**config.mk**
```make
export PLATFORM = sky130hd
export DESIGN_NAME = ifetch_buffer_flat
export DESIGN_NICKNAME = d
export VERILOG_FILES = /design/src/rtl/cpu_defs.sv /design/src/rtl/ifetch_buffer_if.sv /design/src/rtl/fetch_fifo2.sv /design/src/rtl/ifetch_buffer.sv /design/src/flat_wrapper.sv
export SDC_FILE = /design/constraint.sdc
export NUM_CORES = 1
export LEC_CHECK = 0
export ABC_AREA = 1
export ABC_CLOCK_PERIOD_IN_PS = 5820
export CAP_MARGIN = 40
export CORE_ASPECT_RATIO = 0.7
export CORE_MARGIN = 8
export CORE_UTILIZATION = 40
export DETAILED_ROUTE_END_ITERATION = 6
export HOLD_SLACK_MARGIN = 0.05
export PLACE_DENSITY = 0.76
export SKIP_CTS_REPAIR_TIMING = 1
export SLEW_MARGIN = 25
export SYNTH_ARGS = -nofsm -noshare
export SYNTH_HDL_FRONTEND = slang
export SYNTH_SLANG_ARGS = --single-unit
```
**constraint.sdc**
```tcl
create_clock -name Clk -period 5.82 [get_ports Clk]
set_clock_uncertainty 0.05 [all_clocks]
set_input_delay 0.582 -clock Clk [delete_from_list [all_inputs] [get_ports Clk]]
set_output_delay 0.582 -clock Clk [all_outputs]
set_load 0.05 [all_outputs]
```
**src/rtl/cpu_defs.sv**
```systemverilog
// Shared CPU definitions: memory map, exception codes and the fetch entry record.
package cpu_defs;
  localparam logic [31:0] RESET_PC = 32'h0000_3000;
  localparam logic [31:0] IM_BASE  = 32'h0000_3000;
  localparam int          IM_WORDS = 4096;
  localparam int          IM_AW    = $clog2(IM_WORDS);
  localparam logic [31:0] IM_END   = IM_BASE + 32'(4 * IM_WORDS);
  localparam logic [4:0]  EXC_NONE = 5'd0;
  localparam logic [4:0]  EXC_ADEL = 5'd4;

  typedef struct packed {
    logic [31:0] pc;
    logic [31:0] instr;
    logic [4:0]  exc;
  } fetch_entry_t;

  // Misaligned or outside the instruction memory window.
  function automatic logic fetch_addr_err(input logic [31:0] pc);
    return (pc[1:0] != 2'b00) || (pc < IM_BASE) || (pc >= IM_END);
  endfunction
endpackage

```
**src/rtl/ifetch_buffer_if.sv**
```systemverilog
// Fetch-stage bundle: PC register side, instruction BRAM side and decode side.
interface ifetch_buffer_if;
  import cpu_defs::*;

  logic [31:0]      PCF;
  logic             PCEn;
  logic [IM_AW-1:0] ImAddr;
  logic [31:0]      ImRdata;
  logic             StallD;
  logic             FlushD;
  logic             ValidD;
  logic [31:0]      InstrD;
  logic [31:0]      PCOutD;
  logic [4:0]       ExcD;

  modport master (
    input  PCF, ImRdata, StallD, FlushD,
    output PCEn, ImAddr, ValidD, InstrD, PCOutD, ExcD
  );

  modport slave (
    output PCF, ImRdata, StallD, FlushD,
    input  PCEn, ImAddr, ValidD, InstrD, PCOutD, ExcD
  );
endinterface

```
**src/rtl/fetch_fifo2.sv**
```systemverilog
// Small FIFO of fetch entries with synchronous flush; head reads as zero when empty.
module fetch_fifo2
  import cpu_defs::*;
#(
  parameter int DEPTH = 2,
  parameter int CW    = $clog2(DEPTH + 1)
) (
  input  logic          Clk,
  input  logic          Reset,
  input  logic          push,
  input  logic          pop,
  input  logic          flush,
  input  fetch_entry_t  din,
  output fetch_entry_t  head,
  output logic [CW-1:0] count
);
  localparam int PW = (DEPTH > 1) ? $clog2(DEPTH) : 1;
  typedef logic [PW-1:0] ptr_t;

  fetch_entry_t   mem_reg [DEPTH];
  ptr_t           rd_ptr_reg, rd_ptr_next;
  ptr_t           wr_ptr_reg, wr_ptr_next;
  logic [CW-1:0]  count_reg, count_next;
  logic [DEPTH-1:0] wr_en;
  logic           do_push, do_pop;

  function automatic ptr_t ptr_inc(input ptr_t p);
    return (p == ptr_t'(DEPTH - 1)) ? '0 : p + 1'b1;
  endfunction

  assign do_push = push & ~flush;
  assign do_pop  = pop & (count_reg != '0) & ~flush;

  genvar gi;
  generate
    for (gi = 0; gi < DEPTH; gi++) begin : g_wr
      assign wr_en[gi] = do_push & (wr_ptr_reg == ptr_t'(gi));
    end
  endgenerate

  always_comb begin
    rd_ptr_next = rd_ptr_reg;
    wr_ptr_next = wr_ptr_reg;
    count_next  = count_reg;
    if (flush) begin
      rd_ptr_next = '0;
      wr_ptr_next = '0;
      count_next  = '0;
    end else begin
      if (do_push) wr_ptr_next = ptr_inc(wr_ptr_reg);
      if (do_pop)  rd_ptr_next = ptr_inc(rd_ptr_reg);
      count_next = count_reg + CW'(do_push) - CW'(do_pop);
    end
  end

  always_ff @(posedge Clk or posedge Reset) begin
    if (Reset) begin
      rd_ptr_reg <= '0;
      wr_ptr_reg <= '0;
      count_reg  <= '0;
      for (int i = 0; i < DEPTH; i++) mem_reg[i] <= '0;
    end else begin
      rd_ptr_reg <= rd_ptr_next;
      wr_ptr_reg <= wr_ptr_next;
      count_reg  <= count_next;
      for (int i = 0; i < DEPTH; i++) begin
        if (wr_en[i]) mem_reg[i] <= din;
      end
    end
  end

  assign head  = (count_reg != '0) ? mem_reg[rd_ptr_reg] : '0;
  assign count = count_reg;

  // The upstream credit logic must never push into a full buffer without a pop.
  assert property (@(posedge Clk) disable iff (Reset)
    !(do_push && !do_pop && count_reg == CW'(DEPTH)));
endmodule

```
**src/rtl/ifetch_buffer.sv**
```systemverilog
// Fetch stage: issues PCF to the instruction BRAM, tracks the in-flight request
// and queues returned words so decode stalls never lose a fetched word.
module ifetch_buffer
  import cpu_defs::*;
#(
  parameter int DEPTH = 2
) (
  input  logic            Clk,
  input  logic            Reset,
  ifetch_buffer_if.master bus
);
  localparam int CW = $clog2(DEPTH + 1);
  localparam int OW = CW + 1;

  logic          inflight_v_reg;
  logic [31:0]   inflight_pc_reg;
  logic [4:0]    inflight_exc_reg;
  fetch_entry_t  push_entry, head;
  logic [CW-1:0] count;
  logic [OW-1:0] occupancy;
  logic          valid, pop, issue, push, addr_err;

  assign addr_err   = fetch_addr_err(bus.PCF);
  assign bus.ImAddr = IM_AW'((bus.PCF - IM_BASE) >> 2);

  assign valid     = (count != '0);
  assign pop       = valid & ~bus.StallD;
  // Only issue when the returning word is guaranteed a free slot.
  assign occupancy = OW'(count) + OW'(inflight_v_reg);
  assign issue     = ~bus.FlushD & (occupancy < OW'(DEPTH) + OW'(pop));
  assign bus.PCEn  = issue | bus.FlushD;

  assign push             = inflight_v_reg & ~bus.FlushD;
  assign push_entry.pc    = inflight_pc_reg;
  assign push_entry.exc   = inflight_exc_reg;
  assign push_entry.instr = (inflight_exc_reg != EXC_NONE) ? 32'h0 : bus.ImRdata;

  always_ff @(posedge Clk or posedge Reset) begin
    if (Reset) begin
      inflight_v_reg   <= 1'b0;
      inflight_pc_reg  <= '0;
      inflight_exc_reg <= EXC_NONE;
    end else begin
      inflight_v_reg <= issue;
      if (issue) begin
        inflight_pc_reg  <= bus.PCF;
        inflight_exc_reg <= addr_err ? EXC_ADEL : EXC_NONE;
      end
    end
  end

  fetch_fifo2 #(.DEPTH(DEPTH), .CW(CW)) u_fifo (
    .Clk   (Clk),
    .Reset (Reset),
    .push  (push),
    .pop   (pop),
    .flush (bus.FlushD),
    .din   (push_entry),
    .head  (head),
    .count (count)
  );

  assign bus.ValidD = valid;
  assign bus.InstrD = head.instr;
  assign bus.PCOutD = head.pc;
  assign bus.ExcD   = head.exc;
endmodule

```
**src/flat_wrapper.sv**
```systemverilog
// flat-port wrapper written by rule: the top's interface ports become plain ports
module ifetch_buffer_flat import cpu_defs::*;
#(
  parameter int DEPTH = 2
)
  (Clk, Reset, bus_PCF, bus_ImRdata, bus_StallD, bus_FlushD, bus_PCEn, bus_ImAddr, bus_ValidD, bus_InstrD, bus_PCOutD, bus_ExcD);
  ifetch_buffer_if bus_i ();
  input  logic Clk;
  input  logic Reset;
  input wire logic [$bits(bus_i.PCF)-1:0] bus_PCF;
  input wire logic [$bits(bus_i.ImRdata)-1:0] bus_ImRdata;
  input wire logic [$bits(bus_i.StallD)-1:0] bus_StallD;
  input wire logic [$bits(bus_i.FlushD)-1:0] bus_FlushD;
  output wire logic [$bits(bus_i.PCEn)-1:0] bus_PCEn;
  output wire logic [$bits(bus_i.ImAddr)-1:0] bus_ImAddr;
  output wire logic [$bits(bus_i.ValidD)-1:0] bus_ValidD;
  output wire logic [$bits(bus_i.InstrD)-1:0] bus_InstrD;
  output wire logic [$bits(bus_i.PCOutD)-1:0] bus_PCOutD;
  output wire logic [$bits(bus_i.ExcD)-1:0] bus_ExcD;
  assign bus_i.PCF = bus_PCF;
  assign bus_i.ImRdata = bus_ImRdata;
  assign bus_i.StallD = bus_StallD;
  assign bus_i.FlushD = bus_FlushD;
  assign bus_PCEn = bus_i.PCEn;
  assign bus_ImAddr = bus_i.ImAddr;
  assign bus_ValidD = bus_i.ValidD;
  assign bus_InstrD = bus_i.InstrD;
  assign bus_PCOutD = bus_i.PCOutD;
  assign bus_ExcD = bus_i.ExcD;
  ifetch_buffer #(.DEPTH(DEPTH)) u_core (.Clk(Clk), .Reset(Reset), .bus(bus_i));
endmodule
```
==> metrics.md, run 1 <==
| Metric | Value |
|---|---|
| Final Instance Count excl. Fillers | `1375` |
| First-pass GRT wire length | `32200 um` |
| Worst-path clk slew | `0.06 ns` |
| Die area | `24400 um2` |
| Worst hold-check path type | `flop to flop` |
| Post-route DRC | `0` |
| Status | `finished clean` |
| Initial Util | `0.402` |
| Vias per cell | `4.67` |
| Synthesized flop and latch total | `168` |
| Slew margin rel. | `0.491` |
| Multi-input gate area | `2780 um2` |
| Clk Latency, worst-skew pair | `0.42 ns` |
| Cells on worst reg2reg path | `9` |
| Asr flop ratio synth | `1.00` |
| Sequential fraction of the synthesis area | `0.535` |
| Maximum net fanout on the critical path | `64` |
| CP endpoint kind | `primary output` |
| Data arrival time of the worst path | `2.94 ns` |
| Hold Path Stages | `2` |
| Dpl hpwl | `12500 um` |
| Remaining global-route overflow | `0` |
| Initial DRC count | `500` |
| Seq. cell area | `4210 um2` |
| Top Ports | `151` |
| CTS sink cnt | `168` |
| Unrepaired setup endpoints after global routing | `no` |
| Measured slew at the worst slew-check pin | `0.763 ns` |
| Htree depth | `4` |
| I/O Buffers | `146` |
| Core Region | `19500 um2` |
| CTS tree | `done` |
| Layout fillers | `1847` |
| Main synth FF type | `dfrtp_1` |
| DRT Pass-1 Iters | `5` |
| FP Rows | `43` |
| Hold WS | `0.417 ns` |
| Ys Warns | `0` |
| Placed inst area | `9330 um2` |
| Worst IR drop on VDD | `0.000192 V` |
| Placed cell count | `1344` |
| CTS root buffer | `clkbuf_16` |
| GRT Overall Usage | `0.162` |
| Synthesized cell area | `7850 um2` |
| Final setup fails | `0` |
| Top post-synthesis cells by area | `dfrtp_1, nand2_1, o21ai_0` |
| Fin area | `9900 um2` |
| Number of flip-flops under the largest register name | `130` |
| CP Launch Type | `flop` |
| EDFF count, synth | `0` |
| Power Dens Cells | `439 nW/um2` |
| Antenna cells | `0` |
| Wire per inst | `14.2 um` |
| Largest area contributor in the netlist | `dfrtp_1` |
| Post-synth top area share | `0.535` |
| Final Hold Viols | `0` |
| Final WL | `19500 um` |
| Initial antenna violation count | `0` |
| Gp weighted congestion | `0.774` |
| Share of layout cells above drive strength 1 | `0.0588` |
| Mapped Cells | `988` |
| Num CTS Buffers | `17` |
| FMAX | `280 MHz` |
| Worst EP required | `5.19 ns` |
| Fin. max-slew vios | `0` |
| Die W | `183 um` |
| Post-Syn Area per Cell | `7.95 um2` |
| Final worst-path cycle share | `0.613` |
| Yosys cell types | `24` |
| Via count | `6418` |
| Leakage power | `4.79 nW` |
| Die Ht | `133 um` |
| Setup TNS | `0 ns` |
| Vias in the first global route | `6241` |
| Tot Pwr | `4.35 mW` |
| Maxcap violations | `0` |
| CP Class | `flop to primary output` |
| Final Net Count | `1168` |
| Area Overhead vs Synth | `26.2%` |
| Final antenna-violating net count | `0` |
| Buffer depth of the longest clock path | `2` |
| Largest net degree at the start of global routing | `67` |
| Period minus WS final | `3.57 ns` |
==> synthesized netlist by cell type, types with 3 or more instances <==
cell type,number
a21oi_1,66
buf_2,24
buf_4,15
buf_6,11
clkbuf_1,22
dfrtp_1,168
ha_1,5
inv_1,113
inv_2,4
nand2_1,364
nand3_1,3
nor2_1,50
o21ai_0,116
o21ai_1,4
o21ai_2,14
==> placed cells by master (no fill, tap or decap), types with 2 or more instances in the layout <==
master / Yosys / routed
clkinvlp_4: 0 / 2
clkbuf_8: 0 / 4
inv_1: 113 / 111
inv_4: 1 / 2
nor2_1: 50 / 50
nand3_1: 3 / 2
clkdlybuf4s50_1: 0 / 146
nand3_2: 1 / 2
clkbuf_16: 0 / 17
clkbuf_1: 22 / 2
dfrtp_1: 168 / 167
o21ai_1: 4 / 4
o21ai_2: 14 / 14
inv_6: 0 / 3
buf_12: 0 / 2
clkinv_2: 0 / 2
inv_2: 4 / 4
o21ai_0: 116 / 116
ha_1: 5 / 5
buf_4: 15 / 7
conb_1: 1 / 4
nand2_1: 364 / 364
a21oi_1: 66 / 66
==> stage by stage <==
stage               utilization  setup WS (ns)
floorplan                     -          0.641
global placement          0.476           2.42
detailed placement        0.478           2.63
CTS                       0.505           2.21
global route              0.507           2.03
finish                    0.507           2.25
==> area by class of cell <==
| class | instances | area share |
|---|---|---|
| repair buffers | 157 | 0.161 |
| inverters | 119 | 0.0461 |
| multi-input cells | 632 | 0.280 |
| well taps | 270 | 0.0341 |
| clock inverters | 6 | 0.00430 |
| flip-flops and latches | 168 | 0.425 |
| clock buffers | 23 | 0.0493 |
==> power by group <==
| group | internal (mW) | total (mW) | switching (mW) |
|---|---|---|---|
| Sequential | 1.55 | 1.76 | 0.207 |
| Combinational | 0.499 | 1.55 | 1.05 |
| Clock | 0.586 | 1.04 | 0.451 |
==> kinds of logic (layout without fill, tap and decap cells) <==
family	count (synthesis)	after routing	synth area share
other cells	1	4	0.000478
compound gates	200	200	0.134
fa+ha+maj	5	5	0.00797
flops	168	168	0.535
xor+xnor	2	2	0.00223
buf+inv	191	305	0.113
simple gates	421	421	0.207
==> per-layer routing <==
layer	up-vias	global-route usage	part of all wire
met3	12	0.0411	0.048
met2	146	0.252	0.46
li1	3232	-	-
met5	-	0	0
met4	0	0.0410	0.011
met1	3028	0.223	0.48
==> final timing paths <==
path / from / end / slack (ns)
setup / recovery: u_core.u_fifo.rd_ptr_reg$_DFFE_PP0P_ / bus_InstrD[7] / 2.25
hold / removal: u_core.u_fifo.mem_reg[83]$_DFFE_PP0P_ / u_core.u_fifo.mem_reg[83]$_DFFE_PP0P_ / 0.42
setup reg to reg: u_core.u_fifo.count[0]$_DFF_PP0_ / u_core.inflight_pc_reg[11]$_DFFE_PP0P_ / 3.45
hold reg to reg: u_core.u_fifo.mem_reg[83]$_DFFE_PP0P_ / u_core.u_fifo.mem_reg[83]$_DFFE_PP0P_ / 0.42
max in group asynchronous: Reset / u_core.u_fifo.mem_reg[52]$_DFFE_PP0P_ / 4.11
min in group asynchronous: Reset / u_core.u_fifo.mem_reg[34]$_DFFE_PP0P_ / 0.56
==> worst max-delay path: stages (launching register included) <==
cell and delay, ns:
dfrtp_4 0.73, buf_4 0.59, o21ai_0 0.18, a21oi_1 0.17, clkdlybuf4s50_1 0.83
No activity file was read; power rests on OpenSTA's default activity.
==> inputs of run 2 (changes only) <==
Settings changed: ABC_CLOCK_PERIOD_IN_PS 5820 to 3550.
Clock period 5.82 ns to 3.55 ns, I/O delays scaled along.
==> run 2 against run 1 <==
Against the previous run:
- sequential power up 65%
- critical path depth decreased by 1
- worst setup slack worse by 1.7 ns
- final cell count rose by 0.44%
- routed wire length grew 1.8%
- register-to-register slack got worse by 1.9 ns
- sequential share of layout area barely moved
- design area hardly changed
- largest cell class unchanged
==> metrics.md, run 2 (synthesis results as in run 1) <==
| Metric | Value |
|---|---|
| Final WL | `19800 um (+1.8%)` |
| Most common cell after layout, fill and taps aside | `nand2_1` |
| Fin. max-slew vios | `0 (unchanged)` |
| Worst r2r dst | `u_core.inflight_pc_reg[13]$_DFFE_PP0P_` |
| DRT Pass-1 Iters | `5 (unchanged)` |
| Die W | `183 um (unchanged)` |
| RR Startpoint | `u_core.u_fifo.count[0]$_DFF_PP0_` |
| Cells on worst reg2reg path | `8 (-1)` |
| Final Instance Count excl. Fillers | `1381 (+0.44%)` |
| Data arrival time of the worst path | `2.55 ns (-0.39 ns)` |
| Number of flip-flops under the largest register name | `130 (unchanged)` |
| Worst IR drop on VDD | `0.000347 V (+81%)` |
| Placed inst area | `9300 um2 (-0.25%)` |
| Die area | `24400 um2 (unchanged)` |
| FP Rows | `43 (unchanged)` |
| Share of layout cells above drive strength 1 | `0.0936 (+0.0348)` |
| Final setup fails | `0 (unchanged)` |
| Vias per cell | `4.62 (-1.0%)` |
| Worst hold-check path type | `input port to asynchronous set/reset pin` |
| Dpl hpwl | `13400 um (+7.4%)` |
| Top Ports | `151 (unchanged)` |
| CP endpoint kind | `primary output` |
| Final antenna-violating net count | `0 (unchanged)` |
| Maxcap violations | `0 (unchanged)` |
| Setup WS post-layout | `0.600 ns (-1.65 ns)` |
| Remaining global-route overflow | `0 (unchanged)` |
| Largest net degree at the start of global routing | `84 (+25%)` |
| Initial antenna violation count | `0 (unchanged)` |
| Num CTS Buffers | `17 (unchanged)` |
| Final worst-path cycle share | `0.831` |
| Worst Setup SP | `u_core.u_fifo.rd_ptr_reg$_DFFE_PP0P_` |
| Wire per inst | `14.4 um (+1.4%)` |
| Commonest non-fill, non-tap cells in the layout | `nand2_1, dfrtp_1, o21ai_0` |
| FMAX | `339 MHz` |
| Measured slew at the worst slew-check pin | `0.714 ns (-0.0490 ns)` |
| Final Hold Viols | `0 (unchanged)` |
| Setup TNS | `0 ns (unchanged)` |
| Vias in the first global route | `6266 (+0.40%)` |
| I/O Buffers | `146 (unchanged)` |
| Via count | `6380 (-0.59%)` |
| Post-route DRC | `0 (unchanged)` |
| Placed cell count | `1349 (+0.37%)` |
| Core Region | `19500 um2 (unchanged)` |
| Htree depth | `4 (unchanged)` |
| Period minus WS final | `2.95 ns` |
| CP Class | `flop to primary output` |
| Clk Latency, worst-skew pair | `0.42 ns (about the same)` |
| Fin area | `9910 um2 (about the same)` |
| Initial Util | `0.402 (unchanged)` |
| First-pass GRT wire length | `32400 um (+0.86%)` |
| GRT Overall Usage | `0.166 (+0.00365)` |
| Area Overhead vs Synth | `26.2% (about the same)` |
| CTS sink cnt | `168 (unchanged)` |
| Buffer depth of the longest clock path | `2 (unchanged)` |
| Status | `finished clean` |
| CP Launch Type | `flop` |
| Die Ht | `133 um (unchanged)` |
| Leakage power | `4.89 nW (+2.0%)` |
| Gp weighted congestion | `0.787 (+1.7%)` |
| Worst-path clk slew | `0.06 ns (about the same)` |
| CTS tree | `done` |
| Unrepaired setup endpoints after global routing | `no` |
| Antenna cells | `0 (unchanged)` |
| Worst EP required | `3.14 ns (-2.05 ns)` |
| Power Dens Cells | `735 nW/um2 (+67%)` |
| Tot Pwr | `7.29 mW (+68%)` |
| R2R Setup Slk | `1.53 ns (-1.92 ns)` |
| Hold WS | `0.300 ns (-0.116 ns)` |
| Maximum net fanout on the critical path | `78 (+22%)` |
| Initial DRC count | `454 (-9.2%)` |
| CTS root buffer | `clkbuf_16` |
| Final Net Count | `1171 (+0.26%)` |
| DP Worst Slack | `1.06 ns (-1.57 ns)` |
| Fin util | `0.507 (about the same)` |
| Slew margin rel. | `0.524 (+0.0334)` |
==> run 2: cell types whose count changed in the layout (fill, tap and decap cells not counted), sizes merged <==
cell           before  now
buf                11   47
bufinv              0    2
clkbuf             23   21
clkdlybuf4s50     146  113
clkinv              3    2
clkinvlp            2    5
inv               120  121
==> run 2: layer usage <==
layer	global-route usage	routed length (um)	share of wire
met4	0.0419	182	0.0092
met1	0.224	9540	0.48
met5	0	0	0
met2	0.265	9170	0.46
met3	0.0381	954	0.048
==> run 2: cell type report <==
class | instances | area (um2)
clock buffers | 21 | 470
clock inverters | 11 | 136
fillers | 1874 | 9620
inverters | 119 | 453
multi-input cells | 632 | 2780
flip-flops and latches | 168 | 4210
well taps | 270 | 338
repair buffers | 160 | 1530
==> run 2: worst max path at each step <==
| stage | to | slack [ns] | cells after the start |
|---|---|---|---|
| finish | bus_InstrD[7] | 0.60 | 3 |
| global route | bus_InstrD[6] | 0.43 | 3 |
| CTS | bus_InstrD[7] | 0.58 | 3 |
| detailed placement | bus_InstrD[7] | 1.06 | 3 |
| global placement | bus_PCEn | 1.09 | 7 |
| floorplan | u_core.inflight_exc_reg[2]$_DFFE_PP0P_ | 1.00 | 1 |
==> run 2: worst max-delay path, cell delays in order, from the launching register on <==
cell             delay [ns]
dfrtp_4                0.89
o21ai_0                0.24
a21oi_1                0.16
clkdlybuf4s50_1        0.82
==> run 2: report_power, final <==
| part | switching [mW] | total (mW) | internal, mW |
|---|---|---|---|
| Combinational | 1.71 | 2.49 | 0.781 |
| Clock | 0.786 | 1.89 | 1.11 |
| Sequential | 0.360 | 2.90 | 2.54 |
| Total | 2.86 | 7.29 | 4.43 |
